**config.mk**
```make
export PLATFORM = sky130hd
export DESIGN_NAME = sipo_deser_flat
export DESIGN_NICKNAME = d
export VERILOG_FILES = /design/src/rtl/sipo_deser_if.sv /design/src/rtl/sipo_deser.sv /design/src/flat_wrapper.sv
export SDC_FILE = /design/constraint.sdc
export NUM_CORES = 1
export LEC_CHECK = 0
export ABC_AREA = 1
export BUFFER_PORTS_ARGS = -buffer_cell sky130_fd_sc_hd__buf_2
export CORE_MARGIN = 2
export CORE_UTILIZATION = 40
export DETAILED_ROUTE_END_ITERATION = 10
export GPL_ROUTABILITY_DRIVEN = 0
export PLACE_DENSITY_LB_ADDON = 0.3
export SLEW_MARGIN = 10
export SYNTH_ARGS = -nofsm -noshare
export SYNTH_HDL_FRONTEND = slang
export SYNTH_SLANG_ARGS = --single-unit
```
**constraint.sdc**
```tcl
create_clock -name clk -period 4.2 [get_ports clk]
set_clock_uncertainty 0.2 [all_clocks]
set_input_delay 0.21 -clock clk [delete_from_list [all_inputs] [get_ports clk]]
set_output_delay 0.21 -clock clk [all_outputs]
set_load 0.02 [all_outputs]
```
**src/rtl/sipo_deser_if.sv**
```systemverilog
// Bus bundle for the serial-to-parallel receiver.
//   s_data/s_valid : serial bit stream, one bit per s_valid cycle
//   sync_clr       : discard the partial word and restart the bit count
//   p_data/p_valid : assembled word and its one-entry buffer flag
//   p_ready        : downstream accepts the word when p_valid && p_ready
//   bit_cnt        : bits collected so far in the current partial word
//   overrun        : sticky dropped-word flag; overrun_clr clears it
// The slave modport is the receiver; the master modport is whoever drives
// the stream and consumes the words.
interface sipo_deser_if #(
  parameter int N = 8
) ();
  logic                   s_data;
  logic                   s_valid;
  logic                   sync_clr;
  logic [N-1:0]           p_data;
  logic                   p_valid;
  logic                   p_ready;
  logic [$clog2(N)-1:0]   bit_cnt;
  logic                   overrun;
  logic                   overrun_clr;

  modport slave (
    input  s_data, s_valid, sync_clr, p_ready, overrun_clr,
    output p_data, p_valid, bit_cnt, overrun
  );

  modport master (
    output s_data, s_valid, sync_clr, p_ready, overrun_clr,
    input  p_data, p_valid, bit_cnt, overrun
  );
endinterface

```
**src/rtl/sipo_deser.sv**
```systemverilog
// Serial-to-parallel receiver. Collects N serial bits into a word and hands
// each completed word to a one-entry valid/ready holding buffer. A word that
// completes while the buffer is full and not draining is dropped and raises
// the sticky overrun flag.
// Ports:
//   clk  : rising-edge clock
//   rst  : synchronous active-high reset, clears all state
//   bus  : sipo_deser_if slave modport (stream in, word out, status)
// Parameters:
//   N         : word width (>= 2)
//   LSB_FIRST : 1 -> first bit lands in p_data[0]; 0 -> in p_data[N-1]
module sipo_deser #(
  parameter int N         = 8,
  parameter bit LSB_FIRST = 1'b1
) (
  input  logic        clk,
  input  logic        rst,
  sipo_deser_if.slave bus
);

  localparam int            CW   = $clog2(N);
  localparam logic [CW-1:0] LAST = CW'(N - 1);

  typedef enum logic {EMPTY, FULL} state_t;

  state_t        state, state_nx;
  logic [N-1:0]  sr, sr_nx;
  logic [N-1:0]  word;
  logic [N-1:0]  data_q, data_nx;
  logic [CW-1:0] cnt, cnt_nx;
  logic          ovr, ovr_nx, ovr_set;
  logic          accept, complete, drain;

  // Bit collection: the shift direction decides where the first bit ends up
  // after N accepts. The completed word is the shifted value including the
  // bit being accepted this cycle, so it can be loaded on the same edge.
  always_comb begin
    accept   = bus.s_valid && !bus.sync_clr;
    complete = accept && (cnt == LAST);
    drain    = (state == FULL) && bus.p_ready;

    if (LAST_FIRST_SEL()) word = {bus.s_data, sr[N-1:1]};
    else                  word = {sr[N-2:0], bus.s_data};

    sr_nx  = sr;
    cnt_nx = cnt;
    if (bus.sync_clr) begin
      sr_nx  = '0;
      cnt_nx = '0;
    end else if (accept) begin
      sr_nx  = word;
      cnt_nx = complete ? '0 : cnt + 1'b1;
    end
  end

  function automatic bit LAST_FIRST_SEL();
    return LSB_FIRST;
  endfunction

  // Holding buffer FSM. FULL with a coincident completion either refills
  // (downstream draining this cycle) or drops the new word and flags overrun.
  always_comb begin
    state_nx = state;
    data_nx  = data_q;
    ovr_set  = 1'b0;
    case (state)
      EMPTY: begin
        if (complete) begin
          data_nx  = word;
          state_nx = FULL;
        end
      end
      FULL: begin
        if (complete) begin
          if (drain) data_nx = word;
          else       ovr_set = 1'b1;
        end else if (drain) begin
          state_nx = EMPTY;
        end
      end
      default: state_nx = EMPTY;
    endcase
    // A new overrun beats a simultaneous clear.
    ovr_nx = ovr_set | (ovr & ~bus.overrun_clr);
  end

  always_ff @(posedge clk) begin
    if (rst) begin
      state  <= EMPTY;
      sr     <= '0;
      cnt    <= '0;
      data_q <= '0;
      ovr    <= 1'b0;
    end else begin
      state  <= state_nx;
      sr     <= sr_nx;
      cnt    <= cnt_nx;
      data_q <= data_nx;
      ovr    <= ovr_nx;
    end
  end

  assign bus.p_data  = data_q;
  assign bus.p_valid = (state == FULL);
  assign bus.bit_cnt = cnt;
  assign bus.overrun = ovr;

endmodule

```
**src/flat_wrapper.sv**
```systemverilog
// flat-port wrapper written by rule: the top's interface ports become plain ports
module sipo_deser_flat 
#(
  parameter int N         = 8,
  parameter bit LSB_FIRST = 1'b1
)
  (clk, rst, bus_s_data, bus_s_valid, bus_sync_clr, bus_p_ready, bus_overrun_clr, bus_p_data, bus_p_valid, bus_bit_cnt, bus_overrun);
  sipo_deser_if #(.N(N)) bus_i ();
  input  logic clk;
  input  logic rst;
  input wire logic [$bits(bus_i.s_data)-1:0] bus_s_data;
  input wire logic [$bits(bus_i.s_valid)-1:0] bus_s_valid;
  input wire logic [$bits(bus_i.sync_clr)-1:0] bus_sync_clr;
  input wire logic [$bits(bus_i.p_ready)-1:0] bus_p_ready;
  input wire logic [$bits(bus_i.overrun_clr)-1:0] bus_overrun_clr;
  output wire logic [$bits(bus_i.p_data)-1:0] bus_p_data;
  output wire logic [$bits(bus_i.p_valid)-1:0] bus_p_valid;
  output wire logic [$bits(bus_i.bit_cnt)-1:0] bus_bit_cnt;
  output wire logic [$bits(bus_i.overrun)-1:0] bus_overrun;
  assign bus_i.s_data = bus_s_data;
  assign bus_i.s_valid = bus_s_valid;
  assign bus_i.sync_clr = bus_sync_clr;
  assign bus_i.p_ready = bus_p_ready;
  assign bus_i.overrun_clr = bus_overrun_clr;
  assign bus_p_data = bus_i.p_data;
  assign bus_p_valid = bus_i.p_valid;
  assign bus_bit_cnt = bus_i.bit_cnt;
  assign bus_overrun = bus_i.overrun;
  sipo_deser #(.N(N), .LSB_FIRST(LSB_FIRST)) u_core (.clk(clk), .rst(rst), .bus(bus_i));
endmodule
```
# Word-level counts from Yosys, hierarchy flattened
# Cells that the tools add are included.
# W data, S select, Z words.
# totals
register_bits	21
output_inout_bits	13
word_cells	31
inputBits	7
# classes
n_bitwise	4
n_addsub	1
mux	11
eq_ne	4
n_reduce_logical	6
# ops
op	count
$mux W8	3
$pmux W8 S2	1
$mux W1	5
$ne A2 B2 Y1 const B	2
$add A3 B1 Y3 const B	1
$eq A3 B3 Y1 const B	1
$logic_and A1 B1 Y1	3
$mux W3	1
$reduce_and A3 Y1	1
$ne A2 B1 Y1 const B	1
$not A1 Y1	2
$pmux W1 S2	1
$reduce_or A2 Y1	1
$and A1 B1 Y1	1
$logic_not A1 Y1	1
$or A1 B1 Y1	1

# Depth between registers and ports, before layout
# Gate-level depths: netlist of run 1.
# depth
ltp_word	6
mapped_depth	6
depth_no_buf	6

# Least setup slack after synthesis of run 1
# No wires, ideal clock.
# synth_timing
path_kind	register -> register
start	register u_core.cnt[0], in the netlist u_core.bus.bit_cnt[0]
end	register u_core.data_q[1], in the netlist u_core.bus.p_data[1]
arrival_time_ps	1191
path_buffers	1
setup_time_ps	114
required_time_ps	3886
synth_period_minus_slack_ps	1505
path_slack_ps	2695
path_stages_with_launch	7
cell_sequence	dfxtp_1 ha_1 ha_1 buf_4 nand4_1 nand2_1 nor2_2
# synth_via
elab_chain_len	4
elab_cells_between_ends	5
cone_classes	eq/ne (3); reduce/logical (2)
# synth_rtl
element	line	text
start: declaration	sipo_deser.sv:30	logic [CW-1:0] cnt, cnt_nx;
start signal: assignment	sipo_deser.sv:97	cnt <= cnt_nx;
$eq A3 B3 Y1 (*)	sipo_deser.sv:39	complete = accept && (cnt == LAST);
$logic_and A1 B1 Y1 (*)	sipo_deser.sv:39	
$ne A2 B2 Y1 (no line) / $ne A2 B1 Y1 (equally long branches)	-	
$reduce_and A3 Y1 (no line) (*)	-	
end signal: assignment	sipo_deser.sv:98	data_q <= data_nx;
end: declaration	sipo_deser.sv:29	logic [N-1:0] data_q, data_nx;
# Every way passes the cells marked *; elsewhere a longest branch is shown, timed or not.
# A chain may end at the register's enable or synchronous reset.

# Worst setup path after layout of run 1
# layout_timing
start	register u_core.cnt[0], in the netlist u_core.bus.bit_cnt[0]
end	register u_core.ovr, in the netlist u_core.bus.overrun
# layout_via
elab_chain_len	5
# layout_rtl
element	line	text
$eq A3 B3 Y1	sipo_deser.sv:39	
$logic_and A1 B1 Y1	sipo_deser.sv:39	
$mux W1	sipo_deser.sv:74	if (complete) begin
$mux W1	sipo_deser.sv:66	case (state)
$or A1 B1 Y1	sipo_deser.sv:84	ovr_nx = ovr_set | (ovr & ~bus.overrun_clr);
end signal: assignment	sipo_deser.sv:99	ovr <= ovr_nx;
end: declaration	sipo_deser.sv:31	logic ovr, ovr_nx, ovr_set;
# Every way passes these cells.

==> results of run 1 <==
[metrics by stage]
stage               cells  utilization  instance area [µm²]  total power [mW]  setup WS [ns]
finish                156       0.5075                 1016            0.3302          2.104
global placement      149       0.4744                949.7            0.2253          2.598
floorplan             107            -                862.1            0.2187          2.695
CTS                   156       0.5075                 1016            0.3379          2.101
detailed placement    149       0.4744                949.7            0.2259          2.538
global route          156       0.5075                 1016            0.3463          1.921
[worst max-delay path, stage by stage (launching register included)]
cell and delay (ns):
dfxtp_1 0.38, ha_1 0.16, ha_1 0.39, nand3b_4 0.14, nor2_1 0.11, nor2_1 0.05, nor2_1 0.08, dlygate4sd3_1 0.54
[routing by layer]
layer  GRT usage  share of wire  routed length, µm
met3     0.05357          0.055                 84
met2      0.2215           0.46                694
met1      0.1697           0.48                729
met4     0.04054         0.0098                 15
met5           0              0                  0
[synthesized netlist by cell type]
library cell,number
a21oi_1,9
o21ai_0,9
nor2_4,3
nor2_2,2
inv_1,15
buf_4,1
nand4_1,8
buf_6,3
dfxtp_1,20
nor2_1,24
ha_1,2
o21ai_2,1
nand3b_4,1
nand2_1,9
[state kept, by name (all words and copies together) (netlist names)]
name,flops
u_core.bus.p_valid,1
u_core.bus.p_data,8
u_core.bus.overrun,1
u_core.sr,7
u_core.bus.bit_cnt,3
[what timing repair did]
item	4_1_cts	5_1_grt
hold buffers	3	0
hold endpoints to repair	3	0
buffers inserted	0	0
[report_power, final]
part / switching [mW] / internal [mW] / total (mW)
sequential: 0.00228 / 0.194 / 0.196
clock: 0.0546 / 0.0529 / 0.107
combinational: 0.0168 / 0.00983 / 0.0266
[kinds of logic (layout without fill, tap and decap cells)]
kind of cell | Yosys count | after routing | synth area share
AOI/OAI and AO/OA | 19 | 19 | 0.1147
adders and majority gates | 2 | 2 | 0.02902
buffers and inverters | 19 | 41 | 0.1132
DFF | 20 | 20 | 0.4644
and+or+nand+nor | 47 | 47 | 0.2787
[worst paths after layout]
| kind | startpoint | to | slack (ns) |
|---|---|---|---|
| max | u_core.bus.bit_cnt[0] | u_core.bus.overrun | 2.10 |
| min reg2reg | u_core.sr[2] | u_core.sr[1] | 0.28 |
| min | bus_sync_clr | u_core.bus.bit_cnt[2] | 0.07 |
| max reg2reg | u_core.bus.bit_cnt[0] | u_core.bus.overrun | 2.10 |
[final cells by class]
type / count / area, µm²
fill: 224 / 985.9
sequential: 20 / 400.4
multi-input combinational: 68 / 364.1
timing repair buffer: 22 / 125.1
inverter: 15 / 56.30
clock buffer: 4 / 36.28
tap: 27 / 33.78
==> metrics, run 1 <==
commonest non-fill, non-tap cell in the layout nor2_1; total wire length 1524 µm; CP Data Required Time 4.25 ns; overall fraction of global-route tracks in use 0.1377; vias 721; worst IR drop on VDD between 0.2 and 0.25 mV; Worst Tran Pin Value between 0.4 and 0.5 ns; RSZ-0062 raised after global routing no; fin crit period 2.096 ns; post-route ant nets 0; 1st-iter DRT viols 3; clock latency on the worst-skew pair about 0.3 ns; starting density of the core 0.4306; Inserted Diodes 0; number of nets in the layout 139; CTS-repair resized insts 0; cell count after synthesis roughly 110; syn_nets 116; max-cap violations 0; Critical Path AT 2.14 ns; Die Span Y a little over 50 µm; sequential share of the synthesized area 0.4644; row count 16; worst r2r path cells 7; final hold slack approximately 0.075 ns; via/cell ratio between 4 and 5; Clock Root Buffer clkbuf_4; flops & latches, synth 20; Post-route DRC 0; initial antenna violation count 0; outcome finished, final reports clean; most frequent cells in the layout nor2_1, dfxtp_1, buf_2; GRT overflow 0; CTS H-tree lvls 1; Die Wd roughly 50 µm; mean area per synthesized cell 8.057 µm²; Worst-path clk slew around 0.11 ns; layout cell share with drive strength beyond 1 0.2326; Pleak between 0.4 and 0.5 nW; vias in the first global route ~630; Synth cell types 14; Longest Clk Path Bufs 2; Yosys top cell area share 0.4644; Max Transition Viols Final 0; # IOs 20; CTS Buf Count 3; PortBufs 19; CTS tree yes; synth-to-layout area growth 17.85%; Slew headroom 0.7317; PwrDens approximately 330 nW/µm²; Avg WL per Cell around 9.8 µm; maximum fanout along the worst path 11; Post-Syn Area around 860 µm²; number of failing hold endpoints at the final stage 0; setup TNS 0 ns; CP Class flop to flop; Final HPWL DP approximately 1200 µm; main area contributors after synthesis dfxtp_1, nor2_1, inv_1, nand4_1, a21oi_1; setup violators final 0; clock sink count 20; Setup crit start kind flop; Setup crit end kind flop; Hold Path Class primary input to flop; Yosys warning total 0; first-pass GRT wire length between 2000 and 3000 µm; DIE AREA ~2500 µm²; Core ar. between 2000 and 2500 µm²; Yosys top cell by area dfxtp_1; First-pass DRT Iterations 3; hold path depth 4; largest net degree at the start of global routing 18; period utilisation layout 0.4991; Fmax ~480 MHz
Power figures use the tool's default switching activity.
==> run 2: changes to the inputs <==
clock period = 1.8 ns   (was 4.2 ns; I/O delays follow)
==> metrics, run 2 (synthesized netlist as in run 1, its figures left out) <==
most frequent CP cell dlygate4sd3_1; PwrDens approximately 680 nW/µm²; setup TNS 0 ns; CP peak stage delay approximately 0.56 ns; Clock Root Buffer clkbuf_4; synth-to-layout area growth 27.00%; number of failing hold endpoints at the final stage 0; Critical R2R Capture u_core.bus.p_data[3]; 1st-iter DRT viols 19; initial antenna violation count 0; PortBufs 19; Final HPWL DP between 1000 and 1500 µm; # IOs 20; outcome finished, final reports clean; GRT overflow 0; Max Transition Viols Final 0; maximum fanout along the worst path 11; starting density of the core 0.4306; Design Power 739.5 µW; most frequent cells in the layout nor2_1, dfxtp_1, buf_2; First-pass DRT Iterations 3; first-pass GRT wire length ~2800 µm; worst r2r path cells 6; via/cell ratio ~4.6; fin crit period ~1.7 ns; R2R Path Start u_core.bus.bit_cnt[0]; Inserted Diodes 0; max-cap violations 0; CP Class primary input to flop; CTS Buf Count 3; CTS H-tree lvls 1; CTS tree yes; clock sink count 20; CP startpoint bus_sync_clr; CP Cell Sequence dlygate4sd3_1 > buf_2 > nor2_4 > a21oi_1 > dlygate4sd3_1; CP Data Required Time 1.79 ns; Longest Clk Path Bufs 2; Die Wd just over 50 µm; total wire length approximately 1700 µm; Setup crit end kind flop; vias in the first global route 660; vias approximately 760; post-route ant nets 0; Setup crit start kind primary input; Fmax approximately 590 MHz; worst IR drop on VDD ~0.33 mV; Placed Instances 150; hold path depth 4; critical path endpoint u_core.sr[7]; Die Span Y 50.43 µm; period utilisation layout 0.9407; number of nets in the layout 150; Critical Path AT 1.68 ns; row count 16; CP max-delay cell dlygate4sd3_1; Slew headroom 0.7818; flop-to-flop setup slack around 0.17 ns; filler cell count 199; Avg WL per Cell around 10 µm; Hold Path Class primary input to flop; Register Area around 400 µm²; overall fraction of global-route tracks in use 0.1404; final cell count without fillers 166; layout cell share with drive strength beyond 1 0.2590; Post-route DRC 0; setup violators final 0; clock latency on the worst-skew pair 0.29 ns; Worst-path clk slew ~0.10 ns; largest net degree at the start of global routing 18; RSZ-0062 raised after global routing no; area of the multi-input gates roughly 360 µm²; DIE AREA ~2500 µm²; number of flip-flops under the largest register name 8; Pleak ~0.53 nW; final hold slack 0.06947 ns; Core ar. between 2000 and 2500 µm²; Worst Tran Pin Value around 0.33 ns; commonest non-fill, non-tap cell in the layout nor2_1
==> run 2: power by group <==
| part | switching, mW | total [mW] | internal (mW) | leakage [nW] |
|---|---|---|---|---|
| sequential | 0.00580 | 0.458 | 0.452 | 0.162 |
| clock | 0.122 | 0.200 | 0.0777 | 0.0138 |
| combinational | 0.0433 | 0.0814 | 0.0381 | 0.350 |
==> run 2: routing by layer <==
| layer | GRT usage | part of all wire |
|---|---|---|
| met1 | 0.1725 | 0.49 |
| met2 | 0.2346 | 0.48 |
| met3 | 0.02679 | 0.034 |
| met4 | 0.06757 | 0 |
| met5 | 0 | 0 |
==> run 2: worst min path at each step <==
stage | slack (ns) | endpoint | startpoint
floorplan | -0.04 | u_core.bus.p_valid | rst
global placement | 0.13 | u_core.bus.p_valid | rst
detailed placement | 0.13 | u_core.bus.p_valid | rst
CTS | 0.06 | u_core.bus.bit_cnt[2] | bus_s_valid
global route | 0.08 | u_core.sr[4] | bus_s_valid
finish | 0.07 | u_core.sr[4] | bus_s_valid
==> run 2: through the flow <==
step                utilization  setup slack [ns]  cell area, µm²
floorplan                     -            0.2955           862.1
global placement         0.4781            0.2808           957.2
detailed placement       0.4781            0.2154           957.2
CTS                      0.5244           0.01367            1050
global route             0.5469           0.04383            1095
finish                   0.5469            0.1067            1095
==> run 2: final cells by class <==
| class | count | area share |
|---|---|---|
| Sequential cell | 20 | 0.3657 |
| Multi-Input combinational cell | 68 | 0.3326 |
| Timing Repair Buffer | 33 | 0.1989 |
| Inverter | 15 | 0.05143 |
| Tap cell | 27 | 0.03086 |
| Clock buffer | 3 | 0.02057 |
==> run 2: repair_timing <==
action                                  CTS  global route
endpoints found under the setup margin    0             1
setup buffers                             0             6
gates resized for setup                   0             0
hold endpoints to repair                 13             0
hold buffers                              7             0
==> run 2: worst max-delay path: cells and delay by family <==
family | cells | cell delay [ns]
AO/OA/AOI/OAI | 1 | 0.11
buffers and inverters | 3 | 1.25
AND/OR/NAND/NOR | 1 | 0.24
==> run 3: changes to the inputs <==
clock period = 1.4 ns   (was 1.8 ns; I/O delays follow)
==> metrics, run 3 (synthesized netlist as in run 1, its figures left out) <==
outcome finished, final reports clean; Worst Hold Path EP u_core.sr[5]; final cell count without fillers 169; Met2 Wirelength approximately 900 µm; Slew headroom 0.8569; Longest Clk Path Bufs 2; worst IR drop on VDD ~1.2 mV; post-place setup slack -0.07505 ns; CTS tree yes; top layer reached by signal wires met4; hold path depth 2; layout cell share with drive strength beyond 1 0.3099; flop-to-flop setup slack 0.06 ns; number of nets in the layout between 150 and 200; R2R Path Start u_core.bus.bit_cnt[0]; via/cell ratio 4.651; Metal-1 WL roughly 760 µm; fin crit period between 1 and 1.5 ns; Routed met3 length around 100 µm; first-pass GRT wire length roughly 3000 µm; CTS Buf Count 3; clock sink count 20; CP max-delay cell dfxtp_2; PwrDens approximately 1000 nW/µm²; vias in the first global route approximately 740; number of flip-flops under the largest register name 8; worst r2r path cells 6; GRT overflow 0; Die Wd between 50 and 60 µm; Critical R2R Capture u_core.bus.p_data[3]; vias 786; crit path buf inv count 0; RSZ-0062 raised after global routing yes; commonest non-fill, non-tap cell in the layout nor2_1; row count 16; maximum fanout along the worst path 8; # IOs 20; Inserted Diodes 0; Final HPWL DP approximately 1200 µm; period utilisation layout 0.9558; number of failing hold endpoints at the final stage 0; Critical Path AT between 1 and 1.5 ns; synth-to-layout area growth 35.12%; combinational share of power 0.092; Placed Instances between 150 and 200; First-pass DRT Iterations 4; Core ar. about 2000 µm²; clock latency on the worst-skew pair approximately 0.31 ns; total wire length approximately 1800 µm; Die Span Y a little over 50 µm; Net Sw Frac 0.2138; design area 1165 µm²; CP top delay family simple AND/OR/NAND/NOR gates; Max Transition Viols Final 0; CTS H-tree lvls 1; Hold Startpoint u_core.sr[6]; initial antenna violation count 0; PortBufs 19; internal power 922.5 µW; largest net degree at the start of global routing 15; Hold Path Class flop to flop; Post-route DRC 0; DP Area roughly 1000 µm²; most frequent cells in the layout nor2_1, buf_2, dfxtp_1; setup slack after layout between 0.06 and 0.07 ns; Worst-path clk slew between 0.1 and 0.15 ns; max-cap violations 0; Pleak between 0.5 and 0.6 nW; CP Data Required Time ~1.5 ns; setup violators final 0; Setup crit end kind flop; sw power ~250 µW; starting density of the core 0.4306; post-route ant nets 0; overall fraction of global-route tracks in use 0.1567; most frequent CP cell ha_4; Worst Tran Pin Value 0.2141 ns; Setup crit start kind flop; sequential share of power 0.503; CP Cell Sequence ha_4 > ha_4 > nand3b_4 > nor2_4 > nor2_1 > nor2_2; DIE AREA between 2000 and 3000 µm²; 1st-iter DRT viols 6; CP peak stage delay around 0.37 ns; Clock Root Buffer clkbuf_4; clock network fraction of total power 0.405; CP Class flop to flop; Avg WL per Cell roughly 11 µm; Fmax between 700 and 800 MHz
[run 3: how the worst max path moves through the flow]
stage,startpoint,endpoint,slack (ns),cells after the start
detailed placement,u_core.bus.bit_cnt[1],u_core.bus.p_data[5],-0.08,6
global placement,u_core.bus.bit_cnt[1],u_core.bus.p_data[1],-0.02,6
finish,u_core.bus.bit_cnt[0],u_core.bus.p_data[3],0.06,6
global route,u_core.bus.bit_cnt[0],u_core.bus.p_data[3],-0.01,6
CTS,u_core.bus.bit_cnt[0],u_core.bus.p_data[5],0.008,6
floorplan,u_core.bus.bit_cnt[0],u_core.bus.p_data[1],0.003,6
[run 3: per-stage QoR]
stage          TNS (ns)  hold WS, ns  total power [mW]  utilization
6_report              0       0.2646             1.173       0.5819
5_1_grt        -0.02169       0.3057             1.221       0.5819
4_1_cts               0       0.2726             1.175       0.5706
3_5_place_dp    -0.4509       0.1154            0.6852       0.4956
3_3_place_gp   -0.03894       0.1124            0.6825       0.4956
2_1_floorplan         0     -0.06093            0.6569            -
[run 3: routing by layer]
| layer | GRT usage | vias up |
|---|---|---|
| li1 | - | 412 |
| met1 | 0.1651 | 349 |
| met2 | 0.2829 | 20 |
| met3 | 0.05357 | 5 |
| met4 | 0.06306 | 0 |
| met5 | 0 | - |
[run 3: layout make-up]
type                    instances  area, µm²
clock buffers                   3      22.52
clock inverters                 1      30.03
fillers                       191      837.1
inverters                      15      56.30
multi-input cells              68      389.1
flip-flops and latches         20      402.9
well taps                      27      33.78
repair buffers                 35      230.2
[run 3: worst reg2reg max path: cells and delay by family (launching register included)]
kind | cells | cell delay (ns)
flops | 1 | 0.37
simple gates | 4 | 0.44
fa+ha+maj | 2 | 0.29
[run 3: timing repair]
item / 4_1_cts / 5_1_grt
pin swaps: 1 / 5
endpoints found under the hold margin: 20 / 0
resized for setup: 3 / 0
setup buffers: 2 / 3
setup endpoints to repair: 8 / 9
hold buffers: 6 / 0
gates cloned: 0 / 0
[run 3: power groups by stage]
| stage | Sequential [mW] | Combinational [mW] | Clock (mW) |
|---|---|---|---|
| final | 0.590 | 0.108 | 0.475 |
| after global routing | 0.593 | 0.119 | 0.510 |
| after CTS | 0.590 | 0.100 | 0.485 |
| after detailed placement | 0.601 | 0.0838 | 0 |
| after global placement | 0.601 | 0.0815 | 0 |
| after floorplan | 0.606 | 0.0513 | 0 |
